<file path="src/rtl/vga_scan_controller.sv">
// 640x480@60 VGA scan generator: raw pixel counters toward the framebuffer,
// colour expansion of the returned pixel, and sync/blank aligned to its read latency.
module vga_scan_controller #(
  parameter int unsigned H_ACTIVE     = 640,
  parameter int unsigned H_FRONT      = 16,
  parameter int unsigned H_SYNC       = 96,
  parameter int unsigned H_BACK       = 48,
  parameter int unsigned V_ACTIVE     = 480,
  parameter int unsigned V_FRONT      = 10,
  parameter int unsigned V_SYNC       = 2,
  parameter int unsigned V_BACK       = 33,
  parameter logic        SYNC_ACTIVE  = 1'b0,
  parameter int unsigned READ_LATENCY = 2
) (
  input  logic       clock_video,
  input  logic       reset,
  output logic [9:0] pixel_x_pos,
  output logic [9:0] pixel_y_pos,
  input  logic [7:0] pixel_frame0,
  input  logic [7:0] pixel_frame1,
  input  logic       frame_select,
  output logic       vga_hsync,
  output logic       vga_vsync,
  output logic [3:0] vga_red,
  output logic [3:0] vga_green,
  output logic [3:0] vga_blue,
  output logic       frame_start,
  output logic       vblank
);

  localparam int unsigned H_TOTAL  = H_ACTIVE + H_FRONT + H_SYNC + H_BACK;
  localparam int unsigned V_TOTAL  = V_ACTIVE + V_FRONT + V_SYNC + V_BACK;
  localparam int unsigned HS_START = H_ACTIVE + H_FRONT;
  localparam int unsigned HS_END   = HS_START + H_SYNC;
  localparam int unsigned VS_START = V_ACTIVE + V_FRONT;
  localparam int unsigned VS_END   = VS_START + V_SYNC;

  logic                    h_last;
  logic                    v_last;
  logic                    active;
  logic                    hs;
  logic                    vs;
  logic                    shown_frame;
  logic [7:0]              pixel;
  logic [READ_LATENCY-1:0] active_pipe;
  logic [READ_LATENCY-1:0] hs_pipe;
  logic [READ_LATENCY-1:0] vs_pipe;

  // Counter-domain decode and frame mux
  always_comb begin
    h_last = (pixel_x_pos == 10'(H_TOTAL - 1));
    v_last = (pixel_y_pos == 10'(V_TOTAL - 1));
    active = (pixel_x_pos < 10'(H_ACTIVE)) && (pixel_y_pos < 10'(V_ACTIVE));
    hs     = (pixel_x_pos >= 10'(HS_START)) && (pixel_x_pos < 10'(HS_END));
    vs     = (pixel_y_pos >= 10'(VS_START)) && (pixel_y_pos < 10'(VS_END));
    pixel  = shown_frame ? pixel_frame1 : pixel_frame0;
  end

  // Scan counters
  always_ff @(posedge clock_video) begin
    if (reset) begin
      pixel_x_pos <= '0;
      pixel_y_pos <= '0;
    end else if (h_last) begin
      pixel_x_pos <= '0;
      pixel_y_pos <= v_last ? '0 : pixel_y_pos + 10'd1;
    end else begin
      pixel_x_pos <= pixel_x_pos + 10'd1;
    end
  end

  // Displayed frame only changes at the frame wrap so a swap never tears
  always_ff @(posedge clock_video) begin
    if (reset) begin
      shown_frame <= 1'b0;
    end else if (h_last && v_last) begin
      shown_frame <= frame_select;
    end
  end

  // Delay line matching the framebuffer read latency
  always_ff @(posedge clock_video) begin
    if (reset) begin
      active_pipe <= '0;
      hs_pipe     <= '0;
      vs_pipe     <= '0;
    end else begin
      active_pipe[0] <= active;
      hs_pipe[0]     <= hs;
      vs_pipe[0]     <= vs;
      for (int i = 1; i < int'(READ_LATENCY); i++) begin
        active_pipe[i] <= active_pipe[i-1];
        hs_pipe[i]     <= hs_pipe[i-1];
        vs_pipe[i]     <= vs_pipe[i-1];
      end
    end
  end

  // Pin registers; frame_start/vblank are sampled from the counters, one clock behind them
  always_ff @(posedge clock_video) begin
    if (reset) begin
      vga_hsync   <= ~SYNC_ACTIVE;
      vga_vsync   <= ~SYNC_ACTIVE;
      vga_red     <= '0;
      vga_green   <= '0;
      vga_blue    <= '0;
      frame_start <= 1'b0;
      vblank      <= 1'b0;
    end else begin
      vga_hsync   <= hs_pipe[READ_LATENCY-1] ? SYNC_ACTIVE : ~SYNC_ACTIVE;
      vga_vsync   <= vs_pipe[READ_LATENCY-1] ? SYNC_ACTIVE : ~SYNC_ACTIVE;
      frame_start <= (pixel_x_pos == '0) && (pixel_y_pos == '0);
      vblank      <= (pixel_y_pos >= 10'(V_ACTIVE));
      if (active_pipe[READ_LATENCY-1]) begin
        vga_red   <= {pixel[2:0], pixel[2]};
        vga_green <= {pixel[5:3], pixel[5]};
        vga_blue  <= {pixel[7:6], pixel[7:6]};
      end else begin
        vga_red   <= '0;
        vga_green <= '0;
        vga_blue  <= '0;
      end
    end
  end

endmodule
</file>
<file path="config.mk">
export PLATFORM = sky130hd
export DESIGN_NAME = vga_scan_controller
export DESIGN_NICKNAME = d
export VERILOG_FILES = /design/src/rtl/vga_scan_controller.sv
export SDC_FILE = /design/constraint.sdc
export NUM_CORES = 1
export LEC_CHECK = 0
export BUFFER_PORTS_ARGS = -buffer_cell sky130_fd_sc_hd__buf_2
export CAP_MARGIN = 20
export CORE_ASPECT_RATIO = 1.25
export CORE_MARGIN = 10
export CORE_UTILIZATION = 49
export CTS_CLUSTER_SIZE = 40
export DETAILED_ROUTE_END_ITERATION = 6
export HOLD_SLACK_MARGIN = 0.03
export MAX_ROUTING_LAYER = met4
export PLACE_DENSITY = 0.78
export REMOVE_ABC_BUFFERS = 1
export SYNTH_ARGS = -nofsm -noshare
export SYNTH_HDL_FRONTEND = slang
export SYNTH_SLANG_ARGS = --single-unit
</file>
<file path="constraint.sdc">
create_clock -name clock_video -period 2.7 [get_ports clock_video]
set_input_delay 0.135 -clock clock_video [delete_from_list [all_inputs] [get_ports clock_video]]
set_output_delay 0.135 -clock clock_video [all_outputs]
set_load 0.005 [all_outputs]
</file>
======== Word level (Yosys, flattened, before mapping) ========
Index checks and enable logic that the tools add are counted.
storage, ports and cells
  bits in registers ....................... 43
  input port bits ......................... 19
  output and inout bits ................... 36
  word-level logic and storage cells ...... 38
operators by class
  add/sub/neg operators ................... 2
  $lt $le $gt $ge ......................... 7
  equality and inequality tests ........... 2
  mux-type cells .......................... 4
  bitwise logic cells ..................... 1
  reduce and logical (&&, ||, !) cells .... 9
operators by type and width
  operator                                              count
  adder 10 x 1 -> 10 bit, second input constant         2
  equality test 10 bit, second input constant           2
  >= comparator 10 x 9 -> 1 bit, second input constant  2
  logical NOT 10 bit                                    2
  < comparator 10 bit, second input constant            2
  < comparator 10 x 9 -> 1 bit, second input constant   2
  >= comparator 10 bit, second input constant           1
  two-way mux 10 bit                                    1
  two-way mux 8 bit                                     1
  logical AND 1 bit                                     5
  OR reduction 2 bit                                    2
  two-way mux 1 bit                                     2
  inverter 1 bit                                        1

======== Depth between registers and ports, before layout ========
  depth after elaboration ................. 2
  depth in mapped cells ................... 6
  gate-level depth less buffers ........... 6

======== Least setup slack after synthesis ========
Ideal clock, no wire load.
  kind .................................... reg-to-reg
  from .................................... register pixel_x_pos[4]
  to ...................................... register shown_frame
  library setup time ...................... 74 ps
  arrival time ............................ 2005 ps
  setup slack ............................. 621 ps
  stages on the path, launching flop included .. 7
  path buffers ............................ 2
  clock period less this slack ............ 2079 ps
  path through ............................ dfxtp_1 buf_2 or4b_1 clkbuf_2 or3_4 or4b_1 o21ai_0
between the ends
  longest elaborated chain between the ends .. 2
ends and longest elaborated chain
  item                    line  source
  start, declared         17    output logic [9:0] pixel_x_pos,
  start signal, assigned  68    pixel_x_pos <= pixel_x_pos + 10'd1;
  equality test 10 bit    51    h_last = (pixel_x_pos == 10'(H_TOTAL - 1));
  logical AND 1 bit       76    end else if (h_last && v_last) begin
  end signal, assigned    77    shown_frame <= frame_select;
  end, declared           43    logic shown_frame;
No other way between the ends.
A chain may end at the register's enable or synchronous reset.

======== Worst setup path in the final report ========
Ends and elaborated chain as after synthesis.

==> impl_results.md <==
- Status: finished clean
- Routed WL: 3.952 mm
- Ports: 55
- Cell Area, Placed: 0.001926 mm²
- IO buf count: 54
- RePlAce Congestion: 0.8065
- Worst-path clk slew: 70 ps
- Setup Buffers After CTS: 0
- Antenna Nets Post-Route: 0
- Synth Cell Area: 0.001675 mm²
- Initial Util: 51.52%
- Commonest non-fill, non-tap cell in the layout: buf_2
- Hold_buf cts: 0
- Sequential fraction of the synthesis area: 46.60%
- DRT Pass-1 Iters: 4
- Yosys warns: 0
- WS Path Type: reg2reg
- Worst setup path startpoint: pixel_x_pos[4]$_SDFF_PP0_
- Worst vdd ir: 0.4071 mV
- Final Hold Slack: 70.34 ps
- RR Endpoint: shown_frame$_SDFFE_PP0P_
- Die W: 72.30 µm
- CP Capture Type: flip-flop
- Grt ovf: 0
- Mean routed wirelength per cell: 14.64 µm
- Leakage: 0.8448 nW
- Inserted Clock Buffers: 5
- Count of state elements after synthesis: 39
- PD cells: 512.1 mW/mm²
- R2r setup slk: 530 ps
- Setup_tns: 0 ps
- Worst Setup Start Kind: flip-flop
- Global-route wire length before repair: 6.741 mm
- Drt initial violations: 50
- Clock Latency Late Sink: 290 ps
- Vias in the first global route: 1420
- Final-report setup violation count: 0
- Slew headroom: 60.75%
- Die area: 0.006173 mm²
- WP data arrival: 2390 ps
- Drc violations: 0
- Resized cells post-CTS: 0
- Unrepaired setup endpoints after global routing: no
- Largest net degree at the start of global routing: 22
- Core Region: 0.003252 mm²
- Yosys cell types: 34
- Crit share post-route: 80.29%
- Crit Reg-Reg Startpoint: pixel_x_pos[4]$_SDFF_PP0_
- Design area: 0.002014 mm²
- CTS tree: built
- Final min period: 2168 ps
- Initial antenna violation count: 0
- Final Hold Fails: 0
- HPWL Detailed: 2.935 mm
- Hold crit path type: in2reg
- Area Growth Syn to Fin: 20.24%
- Slew @ Worst Pin: 583.3 ps
- Die height: 85.38 µm
- Vias per Instance: 5.296
- Max Fclk: 461.3 MHz
- Mapped Cells: 184
- Max-Cap Viols: 0
- CTS Root Cell: clkbuf_8
- DR vias: 1430
- Worst Skew: 1.281 ps
- FP Rows: 23
- Htree depth: 2
- Setup crit end: shown_frame$_SDFFE_PP0P_
- Sink Count: 39
- Slew Limit Fails: 0
- Max Root-Sink Buffers: 2
- Commonest cells after routing, fill and taps aside: 54 x buf_2, 39 x dfxtp_1, 27 x nor2_1, 11 x nand3_1, 11 x mux2i_1
- Syn_area_per_cell: 9.105 µm²
- Worst reg-to-reg path cell count: 4
- Required time of the critical path: 2930 ps
- Power Total: 0.001032 W
- Crit Path Max Fanout: 9
- Total inserted antenna cells: 0
- Share of layout cells above drive strength 1: 27.90%
- Global routing usage summed across all routing layers: 13.56%
- Layout Nets: 256
[area by class of cell]
class / instances / area [µm²]
Inverter: 8 / 30.03
Multi-Input combinational cell: 124 / 798.3
Sequential cell: 39 / 780.7
Timing Repair Buffer: 54 / 270.3
Clock inverter: 3 / 20.02
Clock buffer: 5 / 68.82
Fill cell: 294 / 1237
Tap cell: 37 / 46.29
[worst min path at each step]
stage                                     start                          end  slack (ps)  cells after the start
after floorplan                           reset  pixel_y_pos[0]$_SDFFE_PP0N_         200                      1
after global placement    hs_pipe[1]$_SDFF_PP0_         vga_hsync$_SDFF_PP1_         360                      1
after detailed placement  vs_pipe[1]$_SDFF_PP0_         vga_vsync$_SDFF_PP1_         360                      1
after CTS                       pixel_frame0[7]       vga_blue[1]$_SDFF_PP0_          70                      3
after global routing            pixel_frame0[0]        vga_red[1]$_SDFF_PP0_          80                      3
final                           pixel_frame0[7]       vga_blue[1]$_SDFF_PP0_          70                      3
[through the flow]
step                      setup slack [ps]  util [%]  std cells
after floorplan                      650.0         -        171
after global placement               597.4     59.22        262
after detailed placement             553.3     59.22        262
after CTS                            533.5     61.95        270
after global routing                 407.4     61.95        270
final                                532.2     61.95        270
[worst max-delay path, stage by stage, from the launching register on]
cell	delay (ps)
dfxtp_1	470
or4b_1	600
or3_4	450
or4b_1	500
o21ai_0	80
[Yosys cell counts]
library cell  count  share of area (%)
dfxtp_1          39                 47
nor2_1           27                6.0
mux2i_1          11                6.6
nand3_1          11                3.3
inv_1             8                1.8
nand2_1           8                1.8
xnor2_1           8                4.2
clkbuf_1          6                1.3
nand4_1           6                2.2
nor3_1            6                1.8
nor4_1            6                2.2
a21oi_1           5                1.5
ha_1              5                3.7
nand2b_1          5                1.9
xor2_1            5                2.6
buf_4             4                1.8
nor2b_1           4                1.5
and3_1            2               0.75
o21ai_0           2               0.60
or4b_1            2                1.2
and3b_1           1               0.52
and4_1            1               0.52
buf_1             1               0.22
buf_2             1               0.30
clkbuf_2          1               0.30
nor4_2            1               0.75
nor4b_1           1               0.52
o2111ai_1         1               0.52
o21bai_1          1               0.45
or2b_1            1               0.45
or3_1             1               0.37
or3_4             1               0.67
or3b_2            1               0.52
or4_1             1               0.45
[power by group]
part | switching (W) | internal [W]
logic | 0.0000265 | 0.0000276
registers | 0.00000726 | 0.000585
clock network | 0.000206 | 0.000179
total | 0.000239 | 0.000792
[logic make-up after synthesis]
group	after synthesis	synth area share, %
DFF	39	46.60
AOI/OAI and AO/OA	9	3.062
muxes	11	6.572
xor gates and xnor gates	13	6.796
buffers and inverters	21	5.750
and+or+nand+nor	86	27.48
adders and majority gates	5	3.734
[sequential cells by signal (all words and copies together) (netlist names)]
register,cells
active_pipe,2
frame_start,1
hs_pipe,2
pixel_x_pos,10
pixel_y_pos,10
shown_frame,1
vblank,1
vga_blue,2
vga_green,3
vga_hsync,1
vga_red,3
vga_vsync,1
vs_pipe,2
[metal layers]
| layer | vias to the layer above | GRT usage [%] | wire (µm) |
|---|---|---|---|
| met3 | 9 | 5.711 | 402 |
| met4 | 0 | 5.996 | 70 |
| met5 | - | - | 0 |
| met1 | 646 | 14.61 | 1709 |
| met2 | 56 | 21.12 | 1770 |
| li1 | 719 | - | - |
No activity file was read; power rests on OpenSTA's default activity.
